--- src/rtl/mc_cpu.sv ---
`default_nettype none
// ============================================================================
//  Module      : mc_cpu
//  Description : Multi-cycle 32-bit MIPS-subset core on a unified memory
//                port. FSM: FETCH, DECODE, EXEC, MEM, WB, HALT.
//                Ops: add/sub/and/or/slt, addi, lw, sw, beq, j.
//  Ports       : clk, rst          clock / synchronous active-high reset
//                mem_req, mem_we   request strobe, 1 = store
//                mem_addr          byte address (fetch PC or A+simm)
//                mem_wdata         store data (B operand)
//                mem_rdata/mem_ack read data / completion handshake
//                retire            one-cycle pulse per completed instruction
//                halted            core stopped on an illegal opcode
//                pc_dbg            PC of the instruction being executed
//  Revision    : 1.0 - initial release
// ============================================================================
module mc_cpu #(
    parameter logic [31:0] RESET_PC       = 32'h0000_0000,
    parameter bit          NOP_ON_ILLEGAL = 1'b0
) (
    input  logic        clk,
    input  logic        rst,
    output logic        mem_req,
    output logic        mem_we,
    output logic [31:0] mem_addr,
    output logic [31:0] mem_wdata,
    input  logic [31:0] mem_rdata,
    input  logic        mem_ack,
    output logic        retire,
    output logic        halted,
    output logic [31:0] pc_dbg
);

    localparam logic [2:0] c_ST_FETCH  = 3'd0;
    localparam logic [2:0] c_ST_DECODE = 3'd1;
    localparam logic [2:0] c_ST_EXEC   = 3'd2;
    localparam logic [2:0] c_ST_MEM    = 3'd3;
    localparam logic [2:0] c_ST_WB     = 3'd4;
    localparam logic [2:0] c_ST_HALT   = 3'd5;

    localparam logic [5:0] c_OP_RTYPE = 6'h00;
    localparam logic [5:0] c_OP_J     = 6'h02;
    localparam logic [5:0] c_OP_BEQ   = 6'h04;
    localparam logic [5:0] c_OP_ADDI  = 6'h08;
    localparam logic [5:0] c_OP_LW    = 6'h23;
    localparam logic [5:0] c_OP_SW    = 6'h2B;

    localparam logic [5:0] c_FN_ADD = 6'h20;
    localparam logic [5:0] c_FN_SUB = 6'h22;
    localparam logic [5:0] c_FN_AND = 6'h24;
    localparam logic [5:0] c_FN_OR  = 6'h25;
    localparam logic [5:0] c_FN_SLT = 6'h2A;

    logic [2:0]  r_state;
    logic [2:0]  w_next_state;
    logic [31:0] r_pc;      // next fetch address (already +4 after fetch)
    logic [31:0] r_ipc;     // address of the instruction in flight
    logic [31:0] r_ir;
    logic [31:0] r_a;
    logic [31:0] r_b;
    logic [31:0] r_imm;
    logic [31:0] r_alu;     // ALU result; also holds load data for WB
    logic [31:0] r_regs [0:31];

    logic [5:0]  w_op;
    logic [4:0]  w_rs;
    logic [4:0]  w_rt;
    logic [4:0]  w_rd;
    logic [5:0]  w_funct;
    logic [31:0] w_simm;
    logic [4:0]  w_wr_idx;
    logic        w_legal;
    logic [31:0] w_alu_r;

    assign w_op     = r_ir[31:26];
    assign w_rs     = r_ir[25:21];
    assign w_rt     = r_ir[20:16];
    assign w_rd     = r_ir[15:11];
    assign w_funct  = r_ir[5:0];
    assign w_simm   = {{16{r_ir[15]}}, r_ir[15:0]};
    assign w_wr_idx = (w_op == c_OP_RTYPE) ? w_rd : w_rt;

    always_comb begin
        w_legal = 1'b0;
        case (w_op)
            c_OP_RTYPE: w_legal = (w_funct == c_FN_ADD) || (w_funct == c_FN_SUB) ||
                                  (w_funct == c_FN_AND) || (w_funct == c_FN_OR)  ||
                                  (w_funct == c_FN_SLT);
            c_OP_J, c_OP_BEQ, c_OP_ADDI, c_OP_LW, c_OP_SW: w_legal = 1'b1;
            default: w_legal = 1'b0;
        endcase
    end

    always_comb begin
        w_alu_r = '0;
        case (w_funct)
            c_FN_ADD: w_alu_r = r_a + r_b;
            c_FN_SUB: w_alu_r = r_a - r_b;
            c_FN_AND: w_alu_r = r_a & r_b;
            c_FN_OR:  w_alu_r = r_a | r_b;
            c_FN_SLT: w_alu_r = ($signed(r_a) < $signed(r_b)) ? 32'd1 : 32'd0;
            default:  w_alu_r = '0;
        endcase
    end

    // State register
    always_ff @(posedge clk) begin
        if (rst) begin
            r_state <= c_ST_FETCH;
        end else begin
            r_state <= w_next_state;
        end
    end

    // Next-state and memory/retire outputs
    always_comb begin
        w_next_state = r_state;
        mem_req      = 1'b0;
        mem_we       = 1'b0;
        mem_addr     = r_pc;
        mem_wdata    = r_b;
        retire       = 1'b0;
        case (r_state)
            c_ST_FETCH: begin
                mem_req = 1'b1;
                if (mem_ack) begin
                    w_next_state = c_ST_DECODE;
                end
            end
            c_ST_DECODE: begin
                if (!w_legal) begin
                    if (NOP_ON_ILLEGAL) begin
                        retire       = 1'b1;
                        w_next_state = c_ST_FETCH;
                    end else begin
                        w_next_state = c_ST_HALT;
                    end
                end else if (w_op == c_OP_J) begin
                    retire       = 1'b1;
                    w_next_state = c_ST_FETCH;
                end else begin
                    w_next_state = c_ST_EXEC;
                end
            end
            c_ST_EXEC: begin
                if (w_op == c_OP_BEQ) begin
                    retire       = 1'b1;
                    w_next_state = c_ST_FETCH;
                end else if ((w_op == c_OP_LW) || (w_op == c_OP_SW)) begin
                    w_next_state = c_ST_MEM;
                end else begin
                    w_next_state = c_ST_WB;
                end
            end
            c_ST_MEM: begin
                // Address comes from the latched ALU result so it cannot
                // move while the request waits for an ack.
                mem_req  = 1'b1;
                mem_addr = r_alu;
                mem_we   = (w_op == c_OP_SW);
                if (mem_ack) begin
                    if (w_op == c_OP_SW) begin
                        retire       = 1'b1;
                        w_next_state = c_ST_FETCH;
                    end else begin
                        w_next_state = c_ST_WB;
                    end
                end
            end
            c_ST_WB: begin
                retire       = 1'b1;
                w_next_state = c_ST_FETCH;
            end
            c_ST_HALT: begin
                w_next_state = c_ST_HALT;
            end
            default: begin
                w_next_state = c_ST_FETCH;
            end
        endcase
    end

    assign halted = (r_state == c_ST_HALT);
    assign pc_dbg = (r_state == c_ST_FETCH) ? r_pc : r_ipc;

    // Datapath latches and register file
    always_ff @(posedge clk) begin
        if (rst) begin
            r_pc  <= RESET_PC;
            r_ipc <= RESET_PC;
            r_ir  <= '0;
            r_a   <= '0;
            r_b   <= '0;
            r_imm <= '0;
            r_alu <= '0;
            for (int i = 0; i < 32; i++) begin
                r_regs[i] <= '0;
            end
        end else begin
            case (r_state)
                c_ST_FETCH: begin
                    if (mem_ack) begin
                        r_ir  <= mem_rdata;
                        r_ipc <= r_pc;
                        r_pc  <= r_pc + 32'd4;
                    end
                end
                c_ST_DECODE: begin
                    // r_regs[0] is never written, so it always reads zero.
                    r_a   <= r_regs[w_rs];
                    r_b   <= r_regs[w_rt];
                    r_imm <= w_simm;
                    if (w_legal && (w_op == c_OP_J)) begin
                        r_pc <= {r_pc[31:28], r_ir[25:0], 2'b00};
                    end
                end
                c_ST_EXEC: begin
                    if (w_op == c_OP_RTYPE) begin
                        r_alu <= w_alu_r;
                    end else begin
                        r_alu <= r_a + r_imm;
                    end
                    // r_pc already points past the branch.
                    if ((w_op == c_OP_BEQ) && (r_a == r_b)) begin
                        r_pc <= r_pc + {r_imm[29:0], 2'b00};
                    end
                end
                c_ST_MEM: begin
                    if (mem_ack && (w_op == c_OP_LW)) begin
                        r_alu <= mem_rdata;
                    end
                end
                c_ST_WB: begin
                    if (w_wr_idx != 5'd0) begin
                        r_regs[w_wr_idx] <= r_alu;
                    end
                end
                default: begin
                end
            endcase
        end
    end

endmodule
`default_nettype wire

--- config.mk ---
export PLATFORM = sky130hd
export DESIGN_NAME = mc_cpu
export DESIGN_NICKNAME = d
export VERILOG_FILES = /design/src/rtl/mc_cpu.sv
export SDC_FILE = /design/constraint.sdc
export NUM_CORES = 2
export LEC_CHECK = 0
export ABC_AREA = 1
export CORE_MARGIN = 3
export CORE_UTILIZATION = 45
export CTS_CLUSTER_DIAMETER = 100
export DETAILED_ROUTE_END_ITERATION = 10
export PLACE_DENSITY_LB_ADDON = 0.15
export SYNTH_ARGS = -nofsm -noshare
export SYNTH_HDL_FRONTEND = slang
export SYNTH_SLANG_ARGS = --single-unit
--- constraint.sdc ---
create_clock -name clk -period 4.8 [get_ports clk]
set_clock_uncertainty 0.2 [all_clocks]
set_input_delay 0.48 -clock clk [delete_from_list [all_inputs] [get_ports clk]]
set_output_delay 0.48 -clock clk [all_outputs]
set_load 0.01 [all_outputs]
# Word level (Yosys, flattened, before mapping)
# Memory sizes are Yosys's and may differ from the RTL's. A register that Yosys moved wholly into a read port is not among the register bits.
# Index checks and enable logic that the tools add are counted.
dict set report op_classes {
  addsub 5
  order_cmp 1
  eq_ne 21
  n_mux 38
  n_bitwise 3
  n_reduce_logical 22
}
# cell n
set ops {}
lappend ops {{32-bit 2-to-1 mux} 7}
lappend ops {{32-bit case mux with 5 select lines} 1}
lappend ops {{32-bit adder} 3}
lappend ops {{32-bit case mux with 3 select lines} 1}
lappend ops {{32-bit case mux with 2 select lines} 1}
lappend ops {{6-bit == test (second input constant)} 7}
lappend ops {{32-bit by 3-bit adder with 32-bit output (second input constant)} 1}
lappend ops {{32-bit bitwise AND} 1}
lappend ops {{32-bit == test} 1}
lappend ops {{32-bit < comparator} 1}
lappend ops {{32-bit bitwise OR} 1}
lappend ops {{32-bit OR reduction} 1}
lappend ops {{32-bit subtractor} 1}
lappend ops {{28-bit 2-to-1 mux} 1}
lappend ops {{3-bit 2-to-1 mux} 6}
lappend ops {{1-bit 2-to-1 mux} 15}
lappend ops {{3-bit case mux with 5 select lines} 1}
lappend ops {{5-bit 2-to-1 mux} 2}
lappend ops {{2-bit != test (second input constant)} 5}
lappend ops {{4-bit AND reduction} 2}
lappend ops {{3-bit by 2-bit == test with 1-bit output (second input constant)} 2}
lappend ops {{3-bit == test (second input constant)} 2}
lappend ops {{6-bit by 2-bit == test with 1-bit output (second input constant)} 1}
lappend ops {{6-bit by 3-bit == test with 1-bit output (second input constant)} 1}
lappend ops {{other kinds (16)} 25}
dict set report totals {
  reg_bits 147
  ramBits 1024
  inputBits 35
  word_cells 98
  n_memories 1
}
# name depth word_bits read_ports rd_ports_with_merged_regs wr line_no
set memory_table {}
lappend memory_table {r_regs 32 32 2 2 32 63} ;# logic [31:0] r_regs [0:31];

# Logic depth before layout (Yosys ltp)
dict set report depth {
  depth_word 9
  ltp_mapped 21
  depth_no_buf 20
}

# Worst setup path before layout
# Ideal clock, no wire load.
dict set report synth_path {
  path_type {register to register}
  startpoint {register r_state[2]}
  endpoint {register r_pc[20]}
  setup_ns 0.119
  arrival_ns 2.971
  required_ns 4.481
  setup_slack_ns 1.510
  path_stages_with_launch 17
  n_path_buf 0
  period_less_slack_ns 3.290
  path_cell_list {dfxtp_1 -> nor2_1 -> inv_1 -> nor2_1 -> clkinv_1 -> or2_2 -> ha_1 -> fa_1 -> nand2_1 -> nand2_1 -> o21ai_0 -> o21ai_0 -> a21oi_1 -> o21bai_1 -> or2_2 -> nand3_1 -> a21oi_1}
}
dict set report synth_via {
  elab_chain_len 3
}
# element line_no
set synth_rtl {}
lappend synth_rtl {{from (decl)} 54} ;# logic [2:0] r_state;
lappend synth_rtl {{from (signal assigned)} 109} ;# r_state <= c_ST_FETCH;
lappend synth_rtl {{from (signal assigned)} 111} ;# r_state <= w_next_state;
lappend synth_rtl {{3-bit by 1-bit == test with 1-bit output (tied with other cells)} 200} ;# case (r_state)
lappend synth_rtl {{2-bit != test (no line) / 3-bit nonzero test (equally long branches)} --}
lappend synth_rtl {{4-bit AND reduction (no line)} --}
lappend synth_rtl {{to (signal assigned)} 205} ;# r_pc <= r_pc + 32'd4;
lappend synth_rtl {{to (signal assigned)} 214} ;# r_pc <= {r_pc[31:28], r_ir[25:0], 2'b00};
lappend synth_rtl {{to (signal assigned)} 225} ;# r_pc <= r_pc + {r_imm[29:0], 2'b00};
lappend synth_rtl {{to (decl)} 56} ;# logic [31:0] r_pc;
# Several ways; a longest one is shown, not always the timed one.
# A chain may end at the register's enable or synchronous reset.

# Worst setup path after layout
dict set report layout_path {
  startpoint {register r_state[1]}
  endpoint {output mem_addr[21]}
}
dict set report layout_via {
  elab_chain_len 2
}
# element line_no
set layout_rtl {}
lappend layout_rtl {{3-bit by 2-bit == test with 1-bit output} 123} ;# case (r_state)
lappend layout_rtl {{32-bit 2-to-1 mux} 123}
lappend layout_rtl {{to (decl)} 25} ;# output logic [31:0] mem_addr,
# Every way passes these cells.

==> impl_metrics.env <==
export IMPL_fin_area_sq_um=80500
export IMPL_yosys_top_cells_area="edfxtp_1 43%, o21ai_0 11%, nor2_1 11%"
export IMPL_fin_cells=11100
export IMPL_fmax_ghz=0.231
export IMPL_synth_avg_cell_area_sq_um=7.95
export IMPL_wirelength_microns=340000
export IMPL_synth_top_area_share_pct=42.7
export IMPL_ant_nets=0
export IMPL_setup_tns_ns=0
export IMPL_end_kind="primary output"
export IMPL_fillers=15000
export IMPL_drive_gt1_share_pct=6.43
export IMPL_synth_cell_types=52
export IMPL_crit_chain="inv_1, nor3_2, clkinv_2, buf_4, nand2_1, o21ai_0, clkdlybuf4s50_1"
export IMPL_p_per_area_nw_per_um2=497
export IMPL_path_buf_inv=4
export IMPL_portBuffers=132
export IMPL_final_common_cell="nor2_1"
export IMPL_crit_slowest_cell="clkinv_2"
export IMPL_cts_tree="yes"
export IMPL_drc_errors=0
export IMPL_post_cts_buffers=0
export IMPL_dr_first_iter_drc_count=11200
export IMPL_worst_pin_slew_ns=1.14
export IMPL_io_pins=135
export IMPL_die_area_sq_um=165000
export IMPL_slew_viol_final=0
export IMPL_grt_overflow=0
export IMPL_postCtsResizedCells=0
export IMPL_initial_core_util_pct=45.4
export IMPL_slew_limit_headroom_pct=23.7
export IMPL_post_route_period_util_pct=90.2
export IMPL_vias=71300
export IMPL_async_reset_ff_share_pct=0
export IMPL_cp_data_required_time_ns=4.12
export IMPL_synth_area_sq_um=72000
export IMPL_synth_edf_count=1024
export IMPL_viasPerCell=6.45
export IMPL_cts_htree_levels=4
export IMPL_cts_buffer_depth=3
export IMPL_crit_path_max_incr_delay_ns=0.63
export IMPL_min_path_type="input port to flop"
export IMPL_die_w_microns=406
export IMPL_yosys_register_bits=1231
export IMPL_grt_pass1_vias=65900
export IMPL_final_nets=9070
export IMPL_cts_reportedPaths_clkPinSlew_ns=0.06
export IMPL_grt_max_degree=191
export IMPL_timing_worst_setup_path_type="flop to primary output"
export IMPL_setup_violations=0
export IMPL_wire_per_inst_microns=30.8
export IMPL_die_h_microns=406
export IMPL_synth_warnings=0
export IMPL_arrival_ns=3.65
export IMPL_antenna_found_initial=20
export IMPL_clk_latency_ns=0.83
export IMPL_cp_top_family="buffers and inverters"
export IMPL_postCtsHoldBufs=0
export IMPL_grt_pass1_wl_microns=477000
export IMPL_drv_cap=0
export IMPL_syn_inst=9053
export IMPL_cp_start_kind="flop"
export IMPL_gp_congestion=0.998
export IMPL_cts_sinks=1231
export IMPL_ys_seq_area_share_pct=48.5
export IMPL_post_route_util_pct=50.7
export IMPL_grt_usage_pct=40.1
export IMPL_place_area_sq_um=75700
export IMPL_syn2layout_area_growth_pct=11.8
export IMPL_cp_max_fo=58
export IMPL_drtPass1Iterations=7
export IMPL_leakagePower_uw=0.0298
export IMPL_outcome="finished clean"
export IMPL_cts_buffers=147
export IMPL_dp_cells=10800
export IMPL_hold_viol=0
export IMPL_yosys_area_top_type="edfxtp_1"
export IMPL_root_buffer="clkbuf_16"
export IMPL_rsz0062_at_grt="no"
export IMPL_final_cell_mix="2085 x nor2_1, 1574 x o21ai_0, 1024 x edfxtp_1, 952 x nand2_1, 609 x inv_1"
export IMPL_max_vdd_ir_drop_v=0.000409
export IMPL_synth_ff_type="edfxtp_1"
export IMPL_core_rowCount=146
export IMPL_hpwl_microns=219000
export IMPL_min_period_ns=4.33
export IMPL_coreArea_sq_um=159000
export IMPL_p_total_uw=40000
## Yosys cell counts (9+ instances only)
library cell	instances
a211oi_1	12
a21o_1	12
a21oi_1	529
a31oi_1	23
a32o_1	15
buf_1	26
buf_2	84
clkbuf_1	632
dfxtp_1	207
edfxtp_1	1024
ha_1	171
inv_1	623
nand2_1	998
nand2_2	17
nand3_1	319
nand3b_1	10
nand4_1	34
nor2_1	2090
nor3_1	29
o211ai_1	40
o21ai_0	1574
o21bai_1	20
o221ai_1	334
o22ai_1	109
or2_2	24
xor2_1	9
## registers in the layout (all words and copies together) (netlist names)
name,flops
r_regs,1024
mem_wdata,32
r_a,32
r_alu,32
r_ir,32
r_ipc,30
r_pc,30
r_imm,16
r_state,3
## metrics by stage
stage                     hold slack, ns  setup slack (ns)
after detailed placement           0.240             0.704
after global placement             0.236             0.770
after CTS                         0.0312             0.450
final                             0.0441             0.472
after global routing              0.0715             0.324
after floorplan                    0.225              1.51
## final timing paths
check / startpoint / end / slack [ns] / cells past startpoint
max: r_state[1] / mem_addr[21] / 0.47 / 7
min reg2reg: r_ipc[14] / r_ipc[14] / 0.25 / 2
max reg2reg: r_a[22] / r_pc[18] / 0.66 / 13
min: rst / r_pc[18] / 0.04 / 2
## cell type report
| type | count | area (sq um) | area share [%] |
|---|---|---|---|
| flip-flops and latches | 1231 | 34900 | 43.4 |
| well taps | 2072 | 2590 | 3.22 |
| repair buffers | 371 | 3700 | 4.60 |
| clock inverters | 74 | 812 | 1.01 |
| inverters | 634 | 2430 | 3.02 |
| clock buffers | 190 | 3920 | 4.87 |
| multi-input cells | 6475 | 32100 | 39.9 |
| diodes | 8 | 20.0 | 0.0249 |
## routing by layer
layer	vias to the layer above	part of all wire (%)	GRT usage [%]
met3	976	13	10.5
met5	-	0.024	0
met1	34300	39	53.8
met4	12	6.1	21.1
met2	5201	42	59.5
li1	30800	-	-
## cell families (layout without fill, tap and decap cells)
family,count (synthesis),after routing,synth area share [%]
simple gates,3540,3540,19.5
compound gates,2712,2712,21.4
buf+inv,1380,1269,7.36
flops,1231,1231,48.5
fa+ha+maj,175,175,3.08
xor+xnor,14,14,0.170
other cells,1,42,0.00521
## worst register-to-register path: cells and delay by family (launching register included)
kind | cells | cell delay (ns)
buffers and inverters | 2 | 0.54
AO/OA/AOI/OAI | 4 | 0.68
adder cells (fa/ha/maj) | 1 | 0.51
AND/OR/NAND/NOR | 6 | 1.45
flip-flops | 1 | 0.68
## where the power goes
group | internal, uW | switching, uW
combinational | 4290 | 11400
clock | 6270 | 4920
sequential | 12300 | 842
total | 22800 | 17100
Power figures use the tool's default switching activity.
